<file path="config.mk">
export PLATFORM = sky130hd
export DESIGN_NAME = hack_loader
export DESIGN_NICKNAME = d
export VERILOG_FILES = /design/src/rtl/hack_pkg.sv /design/src/rtl/hack_timeout.sv /design/src/rtl/hack_loader.sv
export SDC_FILE = /design/constraint.sdc
export NUM_CORES = 1
export LEC_CHECK = 0
export ABC_AREA = 1
export CAP_MARGIN = 20
export CORE_MARGIN = 2
export CORE_UTILIZATION = 44
export DETAILED_ROUTE_END_ITERATION = 7
export PLACE_DENSITY = 0.65
export SLEW_MARGIN = 40
export SYNTH_ARGS = -nofsm -noshare
export SYNTH_HDL_FRONTEND = slang
export SYNTH_SLANG_ARGS = --single-unit
export TNS_END_PERCENT = 5
</file>
<file path="constraint.sdc">
create_clock -name clk -period 1.78 [get_ports clk]
set_clock_uncertainty 0.1 [all_clocks]
set_input_delay 0.356 -clock clk [delete_from_list [all_inputs] [get_ports clk]]
set_output_delay 0.356 -clock clk [all_outputs]
set_load 0.005 [all_outputs]
</file>
<file path="src/rtl/hack_pkg.sv">
// Shared definitions for the HACK program loader: FSM states, framing
// constants and the default idle timeout.
package hack_pkg;

    typedef enum logic [2:0] {
        ST_SYNC    = 3'd0,
        ST_LEN_HI  = 3'd1,
        ST_LEN_LO  = 3'd2,
        ST_DATA_HI = 3'd3,
        ST_DATA_LO = 3'd4,
        ST_CHECK   = 3'd5,
        ST_RUN     = 3'd6,
        ST_ERROR   = 3'd7
    } state_e;

    localparam logic [7:0]  SYNC_BYTE              = 8'hA5;
    localparam int unsigned DEFAULT_TIMEOUT_CYCLES = 1000000;

    // States in which a frame is in progress (busy and timed out).
    function automatic logic is_busy(input state_e s);
        return s inside {ST_LEN_HI, ST_LEN_LO, ST_DATA_HI, ST_DATA_LO, ST_CHECK};
    endfunction

endpackage

</file>
<file path="src/rtl/hack_timeout.sv">
// Idle-clock counter: clears on demand, counts while enabled and flags the
// cycle on which the TIMEOUT_CYCLES-th consecutive idle clock occurs.
module hack_timeout #(
    parameter int unsigned TIMEOUT_CYCLES = hack_pkg::DEFAULT_TIMEOUT_CYCLES
) (
    input  logic clk,
    input  logic rst_n,
    input  logic clear,
    input  logic enable,
    output logic expired
);

    localparam int          CNT_W = $clog2(TIMEOUT_CYCLES + 1);
    localparam logic [CNT_W-1:0] LAST = CNT_W'(TIMEOUT_CYCLES - 1);

    logic [CNT_W-1:0] cnt_q, cnt_d;

    // Expire on the idle edge that completes the timeout window.
    assign expired = enable && !clear && (cnt_q == LAST);

    // Next count: clear wins, then count up, holding once expired.
    always_comb begin
        // NOTE: default assignment first so no path through this block infers a latch.
        cnt_d = cnt_q;
        if (clear)
            cnt_d = '0;
        else if (enable && !expired)
            cnt_d = cnt_q + 1'b1;
    end

    // Counter register.
    always_ff @(posedge clk or negedge rst_n) begin
        // NOTE: sequential state uses non-blocking assignments so all flops update together.
        if (!rst_n)
            cnt_q <= '0;
        else
            cnt_q <= cnt_d;
    end

endmodule

</file>
<file path="src/rtl/hack_loader.sv">
// UART program loader: parses a SYNC/LEN/DATA/CSUM frame, writes each word
// into the instruction ROM and releases the CPU only after a good checksum.
module hack_loader
    import hack_pkg::*;
#(
    parameter int          ADDR_W         = 15,
    parameter int unsigned TIMEOUT_CYCLES = DEFAULT_TIMEOUT_CYCLES
) (
    input  logic              clk,
    input  logic              i_reset_n,
    input  logic [7:0]        i_rx_data,
    input  logic              i_rx_valid,
    input  logic              i_start,
    output logic [ADDR_W-1:0] o_rom_addr,
    output logic [15:0]       o_rom_data,
    output logic              o_rom_we,
    output logic              o_cpu_reset,
    output logic              o_busy,
    output logic              o_done,
    output logic              o_error
);

    // Largest word count the ROM can hold.
    localparam logic [32:0] MAX_WORDS = 33'd1 << ADDR_W;

    state_e            state_q, state_d;
    logic [15:0]       len_q, len_d;
    logic [7:0]        hi_q, hi_d;
    logic [15:0]       idx_q, idx_d;
    logic [7:0]        sum_q, sum_d;
    logic [ADDR_W-1:0] rom_addr_q, rom_addr_d;
    logic [15:0]       rom_data_q, rom_data_d;
    logic              rom_we_q, rom_we_d;
    logic              done_q, done_d;
    logic              busy_q, error_q, cpu_reset_q;
    logic              to_expired;
    logic [15:0]       n_words;

    // Idle timer runs only while a frame is in progress; any byte restarts it.
    hack_timeout #(.TIMEOUT_CYCLES(TIMEOUT_CYCLES)) u_timeout (
        .clk     (clk),
        .rst_n   (i_reset_n),
        .clear   (i_rx_valid || !is_busy(state_q)),
        .enable  (is_busy(state_q)),
        .expired (to_expired)
    );

    assign n_words = {len_q[15:8], i_rx_data};

    // Frame parser: next state, checksum, word index and ROM write request.
    always_comb begin
        state_d    = state_q;
        len_d      = len_q;
        hi_d       = hi_q;
        idx_d      = idx_q;
        sum_d      = sum_q;
        rom_addr_d = rom_addr_q;
        rom_data_d = rom_data_q;
        rom_we_d   = 1'b0;
        done_d     = 1'b0;

        case (state_q)
            ST_SYNC: begin
                if (i_rx_valid && i_rx_data == SYNC_BYTE) begin
                    state_d = ST_LEN_HI;
                    idx_d   = '0;
                    sum_d   = '0;
                end
            end
            ST_LEN_HI: begin
                if (i_rx_valid) begin
                    len_d[15:8] = i_rx_data;
                    sum_d       = sum_q + i_rx_data;
                    state_d     = ST_LEN_LO;
                end
            end
            ST_LEN_LO: begin
                if (i_rx_valid) begin
                    len_d = n_words;
                    sum_d = sum_q + i_rx_data;
                    if (n_words == 16'd0)
                        state_d = ST_CHECK;
                    else if ({17'd0, n_words} > MAX_WORDS)
                        state_d = ST_ERROR;
                    else
                        state_d = ST_DATA_HI;
                end
            end
            ST_DATA_HI: begin
                if (i_rx_valid) begin
                    hi_d    = i_rx_data;
                    sum_d   = sum_q + i_rx_data;
                    state_d = ST_DATA_LO;
                end
            end
            ST_DATA_LO: begin
                if (i_rx_valid) begin
                    rom_we_d   = 1'b1;
                    rom_addr_d = ADDR_W'(idx_q);
                    rom_data_d = {hi_q, i_rx_data};
                    sum_d      = sum_q + i_rx_data;
                    idx_d      = idx_q + 16'd1;
                    state_d    = (idx_q == len_q - 16'd1) ? ST_CHECK : ST_DATA_HI;
                end
            end
            ST_CHECK: begin
                if (i_rx_valid) begin
                    if (i_rx_data == sum_q) begin
                        state_d = ST_RUN;
                        done_d  = 1'b1;
                    end else begin
                        state_d = ST_ERROR;
                    end
                end
            end
            ST_RUN, ST_ERROR: begin
                // A restart request wins over any byte arriving in the same cycle.
                if (i_start) begin
                    state_d = ST_SYNC;
                    idx_d   = '0;
                    sum_d   = '0;
                end
            end
            default: state_d = ST_SYNC;
        endcase

        // The timer only fires on byte-free cycles, so no data action is lost here.
        if (is_busy(state_q) && to_expired)
            state_d = ST_ERROR;
    end

    // State, datapath and registered outputs.
    always_ff @(posedge clk or negedge i_reset_n) begin
        if (!i_reset_n) begin
            state_q     <= ST_SYNC;
            len_q       <= '0;
            hi_q        <= '0;
            idx_q       <= '0;
            sum_q       <= '0;
            rom_addr_q  <= '0;
            rom_data_q  <= '0;
            rom_we_q    <= 1'b0;
            done_q      <= 1'b0;
            busy_q      <= 1'b0;
            error_q     <= 1'b0;
            cpu_reset_q <= 1'b1;
        end else begin
            state_q     <= state_d;
            len_q       <= len_d;
            hi_q        <= hi_d;
            idx_q       <= idx_d;
            sum_q       <= sum_d;
            rom_addr_q  <= rom_addr_d;
            rom_data_q  <= rom_data_d;
            rom_we_q    <= rom_we_d;
            done_q      <= done_d;
            busy_q      <= is_busy(state_d);
            error_q     <= (state_d == ST_ERROR);
            cpu_reset_q <= (state_d != ST_RUN);
        end
    end

    assign o_rom_addr  = rom_addr_q;
    assign o_rom_data  = rom_data_q;
    assign o_rom_we    = rom_we_q;
    assign o_done      = done_q;
    assign o_busy      = busy_q;
    assign o_error     = error_q;
    assign o_cpu_reset = cpu_reset_q;

endmodule

</file>
==> impl_metrics.ini <==
[placement]
place_ws_ps = -726
io_buffers = 47
place_congestion = 0.870
dp_cells = 1040
place_hpwl_mm = 11.1

[cells_and_area]
layout.nets = 909
final_cells = 1063
fillers = 1084
syn2layout_area_growth_pct = 37.8
drive_above_1_share = 0.283
diodes = 0

[yosys]
ys_ff_latch = 107
synthCells = 727
synth.distinct_cells = 46
synth_top_cell_area_share = 0.457
yosys_warnings = 0
ys.flop_type = dfrtp_1
seq_area_frac_synth = 0.461
synth_edf_count = 0
synthesis.area_um2 = 5810
avgSynthCellArea_um2 = 7.99
synth_common_cells = nand2_1, dfrtp_1, inv_1, o21ai_0, nor2_1
yosysTopAreaCell = dfrtp_1
async_reset_ff_frac = 1.00
syn_nets = 750
synth.area.top_cells = dfrtp_1, nand2_1, o21ai_0
post-synth-top-count-cell = nand2_1

[power_and_ir_drop]
clkPwrFrac = 0.181
power.switching_uw = 4550
p_seq_frac = 0.318
p_comb_frac = 0.500
powerDensity_nw_per_um2 = 1460
p_total_uw = 11700
p_int_uw = 7130
peakVddDrop_mv = 0.761
switching_share = 0.389
leakage_uw = 0.00378

[global_route]
antenna_found_initial = 0
grt-ovfl-total = 0
grt.total_usage = 0.219
grt_pass1_wl_mm = 25.1
grt_max_degree = 45
grt_pass1_vias = 5327

[routing]
drtPass1Iterations = 5
first_iter_violations = 263
drc = 0
wl_per_cell_um = 13.9
detail-route-antenna-nets = 0
num_vias = 5336
wirelength_mm = 14.7
post_drt_via_cell_ratio = 5.02

[clock_tree]
cts_buffers = 9
root_buffer = clkbuf_16
cts_buffer_depth = 2
cts.sinks = 107
htree_levels = 3
cts_tree = yes
clock_latency_ps = 360
path_clk_slew_ps = 80

[die]
io_pins = 48
die_area_um2 = 14100
initial_utilization = 0.455
coreArea_um2 = 12800
placementRows = 41
die_h_um = 119
die_w_um = 119

[setup_path]
crit_type = reg2reg
reg2reg_slack_ps = -330
end_kind = flip-flop
cp-start-kind = flip-flop
arrival_ps = 2310
crit_required_ps = 1980
critPathMaxFanout = 4

[timing]
finalCriticalPeriod_ps = 2110
finalWorstSetupSlack_ps = -331
rsz0062_at_grt = yes
slew_headroom = 0.762
fin_setup_tns_ps = -2460
fmax_ghz = 0.474
setup_viol = 17
fin_crit_sh = 1.19
maxSlewViolCount = 0
final_hold_viol_count = 0
worstMarginPinSlew_ps = 353

[worst_hold_path]
min_path_type = in2async

[flow_run]
cap_violations = 0

[run_status]
violations = setup timing
status = finished with violations
[cell type report]
class | count | area [um^2] | share of cell area
clock buffer | 9 | 225 | 0.0281
inverter | 91 | 342 | 0.0427
sequential | 107 | 2680 | 0.335
multi-input combinational | 513 | 3030 | 0.378
timing repair buffer | 164 | 1420 | 0.178
tap | 172 | 215 | 0.0269
clock inverter | 7 | 91.3 | 0.0114
[registers in the layout (all words and copies together), names as in the netlist, 3 cells and up]
name and cells:
hi_q 8, state_q 3, o_rom_addr 15, u_timeout.cnt_q 20, idx_q 16, o_rom_data 16
len_q 16, sum_q 8
[worst paths after layout]
kind,cells after the start,startpoint,to
worst max register to register,13,len_q[0],o_busy
worst max-delay path,13,len_q[0],o_busy
worst min register to register,2,o_rom_addr[12],o_rom_addr[12]
worst min-delay path,2,i_reset_n,o_rom_data[14]
min in group clk,4,i_rx_data[6],len_q[14]
max in group asynchronous,3,i_reset_n,o_cpu_reset
[through the flow]
step / util / area [um^2] / hold WS, ps
after global routing: 0.627 / 8010 / 369
final: 0.627 / 8010 / 349
after floorplan: - / 5820 / -39.6
after global placement: 0.571 / 7290 / 201
after CTS: 0.611 / 7800 / 368
after detailed placement: 0.571 / 7290 / 201
[cells in the final DEF, fill, tap and decap left out, types with 5 or more instances in the layout]
cell type and n:
nand3_1 26, xnor2_1 7, dlygate4sd2_1 6, clkdlybuf4s50_1 37
clkbuf_16 9, nor4_1 6, dfrtp_1 104, nor3_1 14
buf_4 107, xor2_1 20, inv_1 70, nor2_2 19
nor2_1 43, o21ai_0 56, nor3_2 9, o31ai_2 6
nand2_2 14, nor2_4 9, buf_6 6, inv_2 21
ha_1 5, nand2_1 179, a21oi_1 19, nand4_1 18
nand3_2 6, o21ai_1 11
[power by group through the flow]
stage                     clock (uW)  sequential [uW]  combinational (uW)
after CTS                       2180             3700                5560
after floorplan                    0             3650                2830
after detailed placement           0             3710                5200
after global placement             0             3690                5050
final                           2120             3720                5840
after global routing            2270             3820                6490
[what timing repair did]
action	4_1_cts	5_1_grt
pin swaps	23	20
hold buffers	1	0
endpoints found under the hold margin	23	0
setup buffers	4	2
endpoints found under the setup margin	46	50
resized for setup	51	54
[worst max-delay path, cell delays in order, from the launching register on]
cell and delay, ps:
dfrtp_1 400, inv_2 90, ha_4 160, nand3_4 110, nor2_4 170, buf_6 110
nand2_1 60, nand3_1 80, nand4_1 100, nor2_2 210, nand3_2 130, a21oi_2 200
nor2_2 60, nor2_2 70
[routing by layer]
layer,up-vias,GRT usage,routed length [um]
li1,2689,-,-
met1,2535,0.283,6660
met2,91,0.369,7350
met3,21,0.0388,485
met4,0,0.0781,252
met5,-,0,0
[cell families (layout without fill, tap and decap cells)]
logic type / Yosys count / count (layout) / synth area share
xor+xnor: 28 / 28 / 0.0422
flops: 107 / 107 / 0.461
simple gates: 362 / 362 / 0.285
compound gates: 112 / 112 / 0.113
buf+inv: 107 / 271 / 0.0741
fa+ha+maj: 11 / 11 / 0.0250
Note: power is estimated with default switching activity, not from simulation.
